`config.mk`:
```
export PLATFORM = sky130hd
export DESIGN_NAME = uart_tx
export DESIGN_NICKNAME = d
export VERILOG_FILES = /design/src/rtl/uart_tx.sv
export SDC_FILE = /design/constraint.sdc
export NUM_CORES = 1
export LEC_CHECK = 0
export CAP_MARGIN = 20
export CORE_AREA = 8 8 71 60
export CTS_BUF_LIST = sky130_fd_sc_hd__clkbuf_4 sky130_fd_sc_hd__clkbuf_8 sky130_fd_sc_hd__clkbuf_16
export CTS_CLUSTER_SIZE = 16
export DETAILED_ROUTE_END_ITERATION = 10
export DIE_AREA = 0 0 79 68
export DONT_BUFFER_PORTS = 1
export SYNTH_ARGS = -nofsm -noshare
export SYNTH_HDL_FRONTEND = slang
export SYNTH_SLANG_ARGS = --single-unit
```
`constraint.sdc`:
```
create_clock -name clk -period 1.71 [get_ports clk]
set_input_delay 0.342 -clock clk [delete_from_list [all_inputs] [get_ports clk]]
set_output_delay 0.342 -clock clk [all_outputs]
set_load 0.02 [all_outputs]
```
`src/rtl/uart_tx.sv`:
```
// Byte-wide UART transmitter: start, 8 data bits LSB first, optional parity, 1-2 stop bits.
// Bit timing comes from a shared baud_tick strobe; a one-entry holding register allows gapless frames.
module uart_tx #(
  parameter bit parity_en  = 1'b1,
  parameter bit parity_odd = 1'b0,
  parameter int stop_bits  = 1
) (
  input  logic       clk,
  input  logic       reset_n,
  input  logic       baud_tick,
  input  logic [7:0] tx_data,
  input  logic       tx_valid,
  output logic       tx_ready,
  output logic       tx,
  output logic       tx_busy,
  output logic       tx_done
);

  typedef enum logic [2:0] {IDLE, SYNC, START, DATA, PARITY, STOP} state_t;

  state_t     state;
  logic [7:0] hold;
  logic       hold_valid;
  logic [7:0] shift;
  logic       par_bit;
  logic [2:0] bit_cnt;
  logic       stop_cnt;
  logic       accept;
  logic       last_stop;
  logic       load;

  assign tx_ready  = !hold_valid;
  assign tx_busy   = (state != IDLE);
  assign accept    = tx_valid && tx_ready;
  assign last_stop = (stop_cnt == 1'(stop_bits - 1));
  // Holding register drains into the shifter either from IDLE or straight out of the last stop bit.
  assign load      = hold_valid &&
                     ((state == IDLE) || (state == STOP && baud_tick && last_stop));

  always_ff @(posedge clk or negedge reset_n) begin
    if (!reset_n) begin
      state      <= IDLE;
      hold       <= 8'h00;
      hold_valid <= 1'b0;
      shift      <= 8'h00;
      par_bit    <= 1'b0;
      bit_cnt    <= 3'd0;
      stop_cnt   <= 1'b0;
      tx         <= 1'b1;
      tx_done    <= 1'b0;
    end else begin
      tx_done <= 1'b0;

      if (accept) begin
        hold       <= tx_data;
        hold_valid <= 1'b1;
      end else if (load) begin
        hold_valid <= 1'b0;
      end

      if (load) begin
        shift   <= hold;
        par_bit <= parity_odd ? ~^hold : ^hold;
      end

      case (state)
        IDLE: begin
          tx <= 1'b1;
          if (hold_valid) state <= SYNC;
        end
        SYNC: begin
          tx <= 1'b1;
          if (baud_tick) begin
            tx    <= 1'b0;
            state <= START;
          end
        end
        START: begin
          if (baud_tick) begin
            tx      <= shift[0];
            bit_cnt <= 3'd0;
            state   <= DATA;
          end
        end
        DATA: begin
          if (baud_tick) begin
            if (bit_cnt == 3'd7) begin
              if (parity_en) begin
                tx    <= par_bit;
                state <= PARITY;
              end else begin
                tx       <= 1'b1;
                stop_cnt <= 1'b0;
                state    <= STOP;
              end
            end else begin
              shift   <= {1'b0, shift[7:1]};
              tx      <= shift[1];
              bit_cnt <= bit_cnt + 3'd1;
            end
          end
        end
        PARITY: begin
          if (baud_tick) begin
            tx       <= 1'b1;
            stop_cnt <= 1'b0;
            state    <= STOP;
          end
        end
        STOP: begin
          if (baud_tick) begin
            if (last_stop) begin
              tx_done  <= 1'b1;
              stop_cnt <= 1'b0;
              // A queued byte starts its start bit on this very edge: no SYNC, no gap.
              if (hold_valid) begin
                tx    <= 1'b0;
                state <= START;
              end else begin
                tx    <= 1'b1;
                state <= IDLE;
              end
            end else begin
              tx       <= 1'b1;
              stop_cnt <= stop_cnt + 1'b1;
            end
          end
        end
        default: begin
          tx    <= 1'b1;
          state <= IDLE;
        end
      endcase
    end
  end

endmodule

```
==> results list, run 1 <==
- Status: complete, no violations
* WL per Instance: 14.1 um
- After layout, the worst setup slack is 0.0627 ns.
* Cell area after layout: 0.00156 sq mm
- Of all nets on the critical path, the largest fanout is 11.
- Post-detail-place hpwl: 1.73 mm
* # rows: 19
* Distinct cell type count after synthesis: 35
- Prior to clock tree synthesis, the placed netlist has a worst setup slack of 0.0400 ns.
- Ranked by total cell area, the synthesized netlist is headed by sky130_fd_sc_hd__dfrtp_1 (46%), sky130_fd_sc_hd__mux2_2 (7.5%), sky130_fd_sc_hd__mux2i_1 (5.9%).
- I/O pins: 16
- Total negative slack for setup checks: 0 ns
- Relative slew slack: 79.1%
* Sequential area share after synthesis: 48.3%
- Routability congestion estimate from global placement: 0.834
- STA puts the critical path data required time at 1.37 ns.
- The synthesized design contains 26 register bits.
- In this run the static leakage power is 0.683 nW.
* Largest stage delay, worst path: 0.54 ns
- Min-Delay Startpoint: tx_valid
* Initial Util: 41.8%
- Final wirelength: 2.42 mm
* Final standard cell count with taps included and fillers excluded: 171
* Final clock skew: 0.00121 ns
- Synthesis produced a netlist with a net count of 139.
- Pwr per Cell Area: 1850 mW/mm^2
- Floorplan Core Area: 0.00323 sq mm
- Detailed routing inserted a total of 878 vias.
* Deepest clock path buffer count: 2
* Initial antenna violation count: 0
* Netlist Area Pre-Place: 0.00135 sq mm
* R2r worst-path depth: 6
* Number of H-tree levels: 1
* Synth area leader: sky130_fd_sc_hd__dfrtp_1
- The critical path starts at state[0]$_DFFE_PN0P_.
- Once placement finished, the instance area stood at 0.00141 sq mm.
- In this run the mean area of a mapped cell was 10.8 sq um.
- First-pass iteration count of the detailed router: 3
- Global-route usage over all layers: 9.94%
* Yosys warns: 0
- Across the run, the number of max-cap violations was 0.
* Post-detailed-route count of antenna-violating nets: 0
- Iter 0 DRT Violations: 35
* Power consumption: 2.87 mW
- The repair_antennas step left the layout with diodes totalling 0.
- Cell chain of the critical path: or3_1
- For this run, design rule violations remaining after detail routing come to 0.
- The post-route netlist has 32.6% of its cells at a drive strength greater than 1.
* Die span in y: 68 um
- TritonCTS Sinks: 26
- Final period util: 96.3%
- Clock network latency to the later pin of the worst-skew pair: 0.27 ns
* Buffer cell driving the clock tree root: sky130_fd_sc_hd__clkbuf_8
- Compared with the post-synthesis result, the final layout area differs by 15.2%.
- Slowest-stage cell, CP: sky130_fd_sc_hd__or3_1
- CP endpoint kind: output pin
- Hold slack final: 0.181 ns
- Logic depth of the worst path, buffers included: 1
- At the worst endpoint, the arrival time is 1.31 ns.
- Number of global-route vias before repair: 868
* Cell count after placement: 164
* Share of the core filled with cells in the final layout: 48.1%
- The tightest min-delay check is of the input pin to register type.
- The count of pins over their slew limit is 0.
- WS Path Type: register to output pin
* Measured slew at the worst slew-check pin: 0.313 ns
- After clock tree synthesis, the clock-pin slew on the worst setup and hold paths is 0.09 ns.
- CTS tree: built
- The die covers 0.00537 sq mm.
- Net count of the finished layout: 144
- The worst register-to-register path begins at bit_cnt[0]$_DFFE_PN0P_.
- Counting every instance in the synthesized netlist gives 125.
- STA classifies the critical path startpoint as a register.
- Leftover overflow at the end of global routing: 0
- Input/output buffers: 0
- Counting both buffers and inverters, the worst setup path holds a total of 0.
* Detailed-route vias per instance: 5.13
* Maximum number of pins on one net before global-route repair: 27
- RSZ-0062 raised after global routing: no
- CTS buffer count: 3
* Minimum clock period: 1.65 ns
- Most frequent cells in the layout: sky130_fd_sc_hd__dfrtp_1 (25), sky130_fd_sc_hd__mux2_2 (9), sky130_fd_sc_hd__mux2i_1 (8)
- Most common library cell in the layout ignoring fill and taps: sky130_fd_sc_hd__dfrtp_1
- Die W: 79 um
- Area share of the largest cell type after synthesis: 46.3%
- Number of setup violations in the final report: 0
- Static timing analysis puts the maximum clock frequency at 0.607 GHz.
* Number of hold-slack violations in the final timing report: 0
* Worst path top cell family by delay: simple AND/OR/NAND/NOR gates
- Along the worst hold path, the cell count comes to 1.
- VDD sags by at most 0.989 mV.
- The first global-routing pass estimated 4.17 mm of wire.
-- synthesized netlist by cell type (all sizes together) --
library cell,instances
a32oi,1
nand2,6
a22o,3
inv,2
and3,1
o21a,1
dfstp,1
o221a,1
nand3,2
buf,6
a41o,1
clkinv,1
a31oi,1
xnor2,7
dfrtp,25
mux2,9
ha,2
a2bb2oi,1
or3,2
o21ai,8
or2,1
clkbuf,3
a211oi,1
nor2b,3
mux2i,8
nor2,13
and2b,1
a21oi,12
nand2b,2
-- flip-flops by register name, indices dropped and copies added, names as in the netlist --
name        flops
bit_cnt         3
hold            8
hold_valid      1
par_bit         1
shift           8
state           3
tx              1
tx_done         1
-- layout make-up --
class / instances / area (sq um)
Multi-Input combinational cell: 87 / 657
Fill cell: 315 / 1680
Tap cell: 42 / 52.6
Timing Repair Buffer: 9 / 111
Clock inverter: 1 / 30.0
Clock buffer: 3 / 41.3
Sequential cell: 26 / 652
Inverter: 3 / 11.3
-- routing by layer --
layer	wire [um]	global-route usage, %
met1	1190	12.7
met2	1080	15.1
met3	110	3.41
met4	36	4.15
met5	0	0
-- cells by family after synthesis --
group,synth area share (%)
xor+xnor,4.54
mux,13.4
flops,48.3
buf+inv,4.54
fa+ha+maj,1.85
simple gates,11.3
compound gates,16.0
-- power breakdown --
part	internal (mW)	total [mW]	switching, mW	leakage [nW]
sequential	0.886	1.15	0.263	0.302
combinational	0.674	1.22	0.545	0.345
clock	0.313	0.506	0.193	0.0357
-- worst paths after layout --
path	end	slack, ns
setup / recovery	tx_busy	0.06
hold / removal	hold_valid$_DFFE_PN0P_	0.18
hold reg to reg	par_bit$_DFFE_PN0N_	0.49
setup reg to reg	shift[5]$_DFF_PN0_	0.09
max in group asynchronous	tx$_DFFE_PN1P_	0.99
min in group asynchronous	hold_valid$_DFFE_PN0P_	0.49
-- timing repair --
item,in CTS,in global routing
buffers inserted,0,1
hold endpoints to repair,26,0
hold buffers,2,0
setup endpoints to repair,0,9
gates resized for setup,0,11
No activity file was read; power rests on OpenSTA's default activity.
==> run 2, diff against run 1 <==
--- a/config.mk
+++ b/config.mk
@@ -6,12 +6,13 @@
 export NUM_CORES = 1
 export LEC_CHECK = 0
 export CAP_MARGIN = 20
-export CORE_AREA = 8 8 71 60
+export CORE_AREA = 8 8 65 56
 export CTS_BUF_LIST = sky130_fd_sc_hd__clkbuf_4 sky130_fd_sc_hd__clkbuf_8 sky130_fd_sc_hd__clkbuf_16
 export CTS_CLUSTER_SIZE = 16
 export DETAILED_ROUTE_END_ITERATION = 10
-export DIE_AREA = 0 0 79 68
+export DIE_AREA = 0 0 73 64
 export DONT_BUFFER_PORTS = 1
+export PLACE_DENSITY = 0.7
 export SYNTH_ARGS = -nofsm -noshare
 export SYNTH_HDL_FRONTEND = slang
 export SYNTH_SLANG_ARGS = --single-unit
==> results list, run 2 (same netlist as run 1, synthesis figures left out) <==
- CTS buffer count: 3 (unchanged)
- The largest registers in the layout are hold x8, shift x8.
* Final period util: 96.4% (about the same)
- Initial Util: 51.6% (+9.8 points)
- The leakage power of the design is 0.664 nW (-2.7%).
- Clock tree synthesis selected as its root buffer the cell sky130_fd_sc_hd__clkbuf_4.
- Iter 0 DRT Violations: 38 (+8.6%)
- The placeable core region came to 0.00262 sq mm (-19%).
- The clock sink count came to 26 (unchanged).
* Status: complete, no violations
- Routability congestion estimate from global placement: 0.829 (-0.64%)
* Cell chain of the critical path: ha_1, ha_1, or3_1, buf_6, nor2_1, a21oi_2
* Maximum number of pins on one net before global-route repair: 27 (unchanged)
- Wire length of the first global-routing pass: 4.31 mm (+3.1%)
* Post-detailed-route count of antenna-violating nets: 0 (unchanged)
- The total vias in the final route was 903 (+2.8%).
- Initial antenna violation count: 0 (unchanged)
- The slack of the worst reg-to-reg path came to 0.06 ns (-0.03 ns).
- The half-perimeter wire length of the detailed placement result is 1.73 mm (+0.44%).
- WS Path Type: register to register
- The final net count came to 143 (-0.69%).
* Die outline area: 0.00467 sq mm (-13%)
- Fraction of layout cells with a size suffix above 1: 28.1% (-4.4 points)
- Broken down by cell family, the worst path's largest delay share belongs to simple AND/OR/NAND/NOR gates.
- The largest buffer count on any clock path was 2 (unchanged).
* Most frequent cell on the critical path: sky130_fd_sc_hd__ha_1
- The tightest min-delay check is of the input pin to register type.
* # rows: 17 (-2)
* Worst setup startpoint: bit_cnt[0]$_DFFE_PN0P_
- Number of H-tree levels: 1 (unchanged)
- Most frequent cells in the layout: sky130_fd_sc_hd__dfrtp_1 (24), sky130_fd_sc_hd__nor2_1 (11), sky130_fd_sc_hd__mux2_2 (9)
- Slowest-stage cell, CP: sky130_fd_sc_hd__dfrtp_1
* Area occupied by multi-input gates: 642 sq um (-2.3%)
* Most common library cell in the layout ignoring fill and taps: sky130_fd_sc_hd__dfrtp_1
- The shortest period the worst path allows came to 1.65 ns (+0.000555 ns).
- The endpoint required time on the critical path came to 1.93 ns (+0.56 ns).
- Input/output buffers: 0 (unchanged)
* Leftover overflow at the end of global routing: 0 (unchanged)
- The number of global-route vias before repair was 888 (+2.3%).
- CTS tree: built
- Die span in y: 64 um (-5.9%)
- IR drop worst, VDD: 1.18 mV (+19%)
- The final setup skew is 0.0145 ns (+0.0133 ns).
- R2R Path Start: bit_cnt[0]$_DFFE_PN0P_
- Category of the worst setup path launch point: register
- The largest stage delay on the critical path is 0.43 ns (-0.11 ns).
- Number of hold-slack violations in the final timing report: 0 (unchanged)
- I/O pins: 16 (unchanged)
- The worst hold path terminates at hold_valid$_DFFE_PN0P_.
- WL per Instance: 14.7 um (+4.2%)
- Clock network latency to the later pin of the worst-skew pair: 0.33 ns (+0.06 ns)
- Arrival time of the worst setup path: 1.87 ns (+0.56 ns)
- Fmax: 0.607 GHz (about the same)
- The accumulated negative setup slack was 0 ns (unchanged).
- Pwr per Cell Area: 1840 mW/mm^2 (-0.49%)
- Final Max Slew Viols: 0 (unchanged)
* Number of setup violations in the final report: 0 (unchanged)
- From synthesis to final layout, the design area changed by 10.0%.
- Maximum fanout along the worst path: 15 (+4)
* RSZ-0062 raised after global routing: no
- The first-pass iteration count of the detailed router came to 4 (+1).
- Reg-to-reg endpoint: shift[6]$_DFF_PN0_
- The worst hold path begins at tx_valid.
* Number of cells traversed by the worst hold path: 1 (unchanged)
- Buffers inserted during post-CTS setup optimization: 0 (unchanged)
- The width of the chip came to 73 um (-7.6%).
* CP endpoint kind: register
- Area post-placement: 0.00139 sq mm (-1.2%)
* Sequential cell area in the final layout: 653 sq um (+0.19%)
* Count of buffer and inverter cells on the critical path: 1 (+1)
* Detailed-route vias per instance: 5.44 (+5.9%)
- The detailed-route DRC error count came to 0 (unchanged).
- The total global routing track utilization is 11.7% (+1.7 points).
- Measured slew at the worst slew-check pin: 0.297 ns (-0.0159 ns)
- The total length of routed wires was 2.45 mm (+1.1%).
* Relative slew slack: 80.2% (+1.1 points)
- R2r worst-path depth: 6 (unchanged)
- Antenna cell count: 0 (unchanged)
* Cell area after layout: 0.00149 sq mm (-4.5%)
- Layout filler cell count: 210 (-33%)
- The post-CTS clock slew at the launch and capture registers of the worst setup and hold paths was 0.15 ns (+0.06 ns).
* Max-capacitance violation count: 0 (unchanged)
==> run 2: cell type report <==
type | instances | area share, %
tap | 38 | 3.20
sequential | 26 | 44.0
clock inverter | 1 | 2.02
inverter | 3 | 0.758
multi-input combinational | 87 | 43.2
timing repair buffer | 8 | 5.31
clock buffer | 3 | 1.52
==> run 2: what timing repair did <==
item / 4_1_cts / 5_1_grt
endpoints found under the setup margin: 1 / 7
gates resized for setup: 1 / 3
endpoints found under the hold margin: 26 / 0
hold buffers: 2 / 0
==> run 2: how the worst max path moves through the flow <==
| stage | endpoint | slack (ns) | cells past startpoint |
|---|---|---|---|
| floorplan | shift[3]$_DFF_PN0_ | 0.08 | 7 |
| global placement | shift[1]$_DFF_PN0_ | 0.08 | 6 |
| detailed placement | shift[5]$_DFF_PN0_ | 0.06 | 6 |
| CTS | shift[6]$_DFF_PN0_ | 0.04 | 6 |
| global route | shift[1]$_DFF_PN0_ | 0.002 | 6 |
| finish | shift[6]$_DFF_PN0_ | 0.06 | 6 |
==> run 2: through the flow <==
step	total power [mW]	cells	hold WS, ns	util [%]	worst slack, ns
final	2.73	166	0.135	56.8	0.0621
after global routing	2.93	166	0.122	56.8	0.00218
after CTS	2.73	166	0.128	56.6	0.0376
after detailed placement	2.28	160	0.0472	53.2	0.0644
after global placement	2.25	160	0.0471	53.2	0.0801
after floorplan	2.09	125	0.0464	-	0.0842
==> run 2: where the power goes <==
part           switching [mW]  total [mW]  internal (mW)  leakage [nW]
Sequential              0.255        1.14          0.886         0.302
Clock                   0.184       0.421          0.237        0.0279
Combinational           0.546        1.17          0.622         0.335
==> run 2: routing by layer <==
metal  routed length [um]  vias up  part of all wire, %  track usage, %
met2                 1060       16                   43            16.2
met5                    0        -                    0               0
met3                  157        4                  6.4            4.21
met1                 1200      443                   49            16.3
met4                   29        0                  1.2            3.74
li1                     -      440                    -               -
==> run 2: worst register-to-register path: cells and delay by family, from the launching register on <==
kind | cells | cell delay (ns)
and+or+nand+nor | 2 | 0.50
DFF | 1 | 0.43
adders and majority gates | 2 | 0.39
buffers and inverters | 1 | 0.17
AOI/OAI and AO/OA | 1 | 0.04
==> run 3, diff against run 2 <==
--- a/config.mk
+++ b/config.mk
@@ -6,13 +6,13 @@
 export NUM_CORES = 1
 export LEC_CHECK = 0
 export CAP_MARGIN = 20
-export CORE_AREA = 8 8 65 56
+export CORE_AREA = 8 8 59 61
 export CTS_BUF_LIST = sky130_fd_sc_hd__clkbuf_4 sky130_fd_sc_hd__clkbuf_8 sky130_fd_sc_hd__clkbuf_16
 export CTS_CLUSTER_SIZE = 16
 export DETAILED_ROUTE_END_ITERATION = 10
-export DIE_AREA = 0 0 73 64
+export DIE_AREA = 0 0 67 69
 export DONT_BUFFER_PORTS = 1
-export PLACE_DENSITY = 0.7
+export PLACE_DENSITY = 0.71
 export SYNTH_ARGS = -nofsm -noshare
 export SYNTH_HDL_FRONTEND = slang
 export SYNTH_SLANG_ARGS = --single-unit
==> results list, run 3 (same netlist as run 1, synthesis figures left out) <==
* Status: complete, no violations
* Post-detail-place hpwl: 1.70 mm (-2.0%)
- Leaving out fill and tap cells, the most frequent cell in the layout is sky130_fd_sc_hd__dfrtp_1.
* Leftover overflow at the end of global routing: 0 (unchanged)
- The first-pass iteration count of the detailed router is 4 (unchanged).
- The buffering stage count on the worst path with inverters included is 1 (unchanged).
- The leakage power of the design is 0.670 nW (+0.81%).
* # rows: 19 (+2)
- The maximum operating frequency was 0.610 GHz (+0.45%).
- Worst setup startpoint: bit_cnt[0]$_DFFE_PN0P_
- Relative slew slack: 80.4% (+0.17 points)
* Number of hold-slack violations in the final timing report: 0 (unchanged)
* Via count: 930 (+3.0%)
* Fraction of layout cells with a size suffix above 1: 32.6% (+4.4 points)
* Category of the worst setup path launch point: register
- RSZ-0062 raised after global routing: no
* Floorplan Core Area: 0.00262 sq mm (about the same)
- Net count of the finished layout: 144 (+0.70%)
- Largest stage delay, worst path: 0.43 ns (about the same)
* Final clock skew: 0.00196 ns (-0.0125 ns)
- The area taken by multi-input logic gates was 657 sq um (+2.3%).
- The critical path ends at shift[0]$_DFF_PN0_.
- The largest registers in the layout are hold x8, shift x8.
* I/O pins: 16 (unchanged)
* Worst reg2reg setup slack: 0.07 ns (about the same)
* Max-capacitance violation count: 0 (unchanged)
- Number of setup violations in the final report: 0 (unchanged)
- Detailed-route vias per instance: 5.81 (+6.9%)
- WS Path Type: register to register
- CTS tree: built
* Clock network latency to the later pin of the worst-skew pair: 0.33 ns (about the same)
* WP data required: 1.94 ns (about the same)
* Layout filler cell count: 234 (+11%)
- The path length in cells of the critical path is 6 (unchanged).
- Reg-to-reg endpoint: shift[0]$_DFF_PN0_
- Iter 0 DRT Violations: 108 (+180%)
* Internal portion of total power: 1.67 mW (-4.2%)
* Type of the tightest min-delay check: input pin to register
- The power density over cell area is 1780 mW/mm^2 (-3.2%).
- Slowest-stage cell, CP: sky130_fd_sc_hd__dfrtp_1
- Most frequent cells in the layout: sky130_fd_sc_hd__dfrtp_1 (24), sky130_fd_sc_hd__mux2_2 (9), sky130_fd_sc_hd__mux2i_1 (8)
- Sw frac: 37.3% (+1.2 points)
- met2 is the most crowded layer.
- Final worst slack: 0.0695 ns (+0.00737 ns)
- The initial standard-cell utilization of the core was 51.6% (about the same).
- The number of buffers created by CTS came to 3 (unchanged).
- The worst setup path is captured at a register.
- Buffer cell driving the clock tree root: sky130_fd_sc_hd__clkbuf_4
* Measured slew at the worst slew-check pin: 0.295 ns (-0.00257 ns)
- The part of the cycle the worst path needs is 95.9% (-0.43 points).
- Number of global-route vias before repair: 904 (+1.8%)
- The largest net degree at the start of global routing came to 27 (unchanged).
- The pre-CTS setup slack was 0.0458 ns (-0.0186 ns).
- Post-detailed-route count of antenna-violating nets: 0 (unchanged)
- Wire length of the first global-routing pass: 4.15 mm (-3.7%)
- Cell chain of the critical path: ha_1, ha_1, or3_4, buf_8, nor2_1, a21oi_2
- The worst supply voltage drop on vdd is 1.03 mV (-13%).
* Antenna cell count: 0 (unchanged)
- Worst path top cell family by delay: simple AND/OR/NAND/NOR gates
- The utilization after layout came to 57.3% (+0.55 points).
- The width of the chip is 67 um (-8.2%).
- The largest buffer count on any clock path is 2 (unchanged).
- The area occupied by registers is 653 sq um (unchanged).
- The wire length per cell after detailed routing came to 15.0 um (+1.5%).
- R2R Path Start: bit_cnt[0]$_DFFE_PN0P_
- R2r worst-path depth: 6 (unchanged)
- Minimum clock period: 1.64 ns (-0.00737 ns)
* Initial antenna violation count: 0 (unchanged)
* Most frequent cell on the critical path: sky130_fd_sc_hd__ha_1
- The met3 global-route usage is 3.23% (-0.97 points).
- The total length of routed wires came to 2.39 mm (-2.2%).
- The post-CTS clock slew at the launch and capture registers of the worst setup and hold paths was 0.14 ns (about the same).
* Die span in y: 69 um (+7.8%)
- The part of the total power dissipated in the clock network is 11.9% (-3.5 points).
- Arrival time of the worst setup path: 1.87 ns (about the same)
- Maximum fanout along the worst path: 15 (unchanged)
* Share of total power in sequential cells: 43.0% (+1.2 points)
- DRC errors left: 0 (unchanged)
* Die outline area: 0.00462 sq mm (-1.0%)
- Number of H-tree levels: 1 (unchanged)
* Area growth syn-to-layout: 11.0%
- The number of buffers added on ports came to 0 (unchanged).
- Psw: 996 uW (+1.1%)
- The met2 layer usage reported by global route is 17.7% (+1.5 points).
- Met1 Use GR: 13.2% (-3.1 points)
- Global-route usage over all layers: 11.1% (-0.60 points)
* Routability congestion estimate from global placement: 0.756 (-8.8%)
- TritonCTS Sinks: 26 (unchanged)
- Final Max Slew Viols: 0 (unchanged)
- The combinational share of power is 45.1% (+2.3 points).
- The accumulated negative setup slack was 0 ns (unchanged).
## run 3: cell types whose count changed in the layout (fill, tap and decap cells not counted), sizes merged
cell | previous run | this run
buf | 7 | 8
clkbuf | 3 | 4
bufinv | 1 | 0
## run 3: final cells by class
class	count	share of cell area, %
Clock buffer	4	2.42
Timing Repair Buffer	9	6.84
Multi-Input combinational cell	87	43.8
Sequential cell	26	43.6
Tap cell	31	2.59
Inverter	3	0.751
## run 3: timing repair
item	CTS	global route
buffers inserted	0	1
hold buffers	2	0
setup endpoints to repair	1	8
endpoints found under the hold margin	26	0
gates resized for setup	2	7
## run 3: metrics by stage
stage / power [mW] / std cells / hold WS [ns] / cell area (sq um)
floorplan: 2.09 / 125 / 0.0464 / 1350
global placement: 2.25 / 153 / 0.0472 / 1400
detailed placement: 2.30 / 153 / 0.0471 / 1400
CTS: 2.64 / 159 / 0.108 / 1470
global route: 2.88 / 160 / 0.116 / 1500
finish: 2.67 / 160 / 0.121 / 1500
## run 3: power by group through the flow
stage,sequential (mW),combinational (mW),clock (mW)
2_1_floorplan,1.06,1.03,0
3_3_place_gp,1.14,1.11,0
3_5_place_dp,1.16,1.13,0
4_1_cts,1.15,1.17,0.327
5_1_grt,1.19,1.34,0.351
6_report,1.15,1.20,0.316
## run 3: layer usage
| metal | vias to the layer above | wire length [um] |
|---|---|---|
| met5 | - | 0 |
| met4 | 0 | 46 |
| met3 | 5 | 140 |
| met2 | 20 | 1190 |
| met1 | 464 | 1020 |
| li1 | 441 | - |
## run 3: worst min path at each step
stage                         from                      to  slack (ns)  cells past startpoint
after detailed placement   reset_n    state[0]$_DFFE_PN0P_        0.05                      0
after CTS                 tx_valid  hold_valid$_DFFE_PN0P_        0.11                      1
after floorplan            reset_n  bit_cnt[0]$_DFFE_PN0P_        0.05                      0
final                     tx_valid  hold_valid$_DFFE_PN0P_        0.12                      1
after global placement     reset_n    state[1]$_DFFE_PN0P_        0.05                      0
after global routing      tx_valid  hold_valid$_DFFE_PN0P_        0.12                      1
## run 3: worst reg2reg max path: stages, from the launching register on
cell and delay [ns]:
sky130_fd_sc_hd__dfrtp_1 0.43, sky130_fd_sc_hd__ha_1 0.21, sky130_fd_sc_hd__ha_1 0.19, sky130_fd_sc_hd__or3_4 0.39, sky130_fd_sc_hd__buf_8 0.17, sky130_fd_sc_hd__nor2_1 0.12, sky130_fd_sc_hd__a21oi_2 0.04
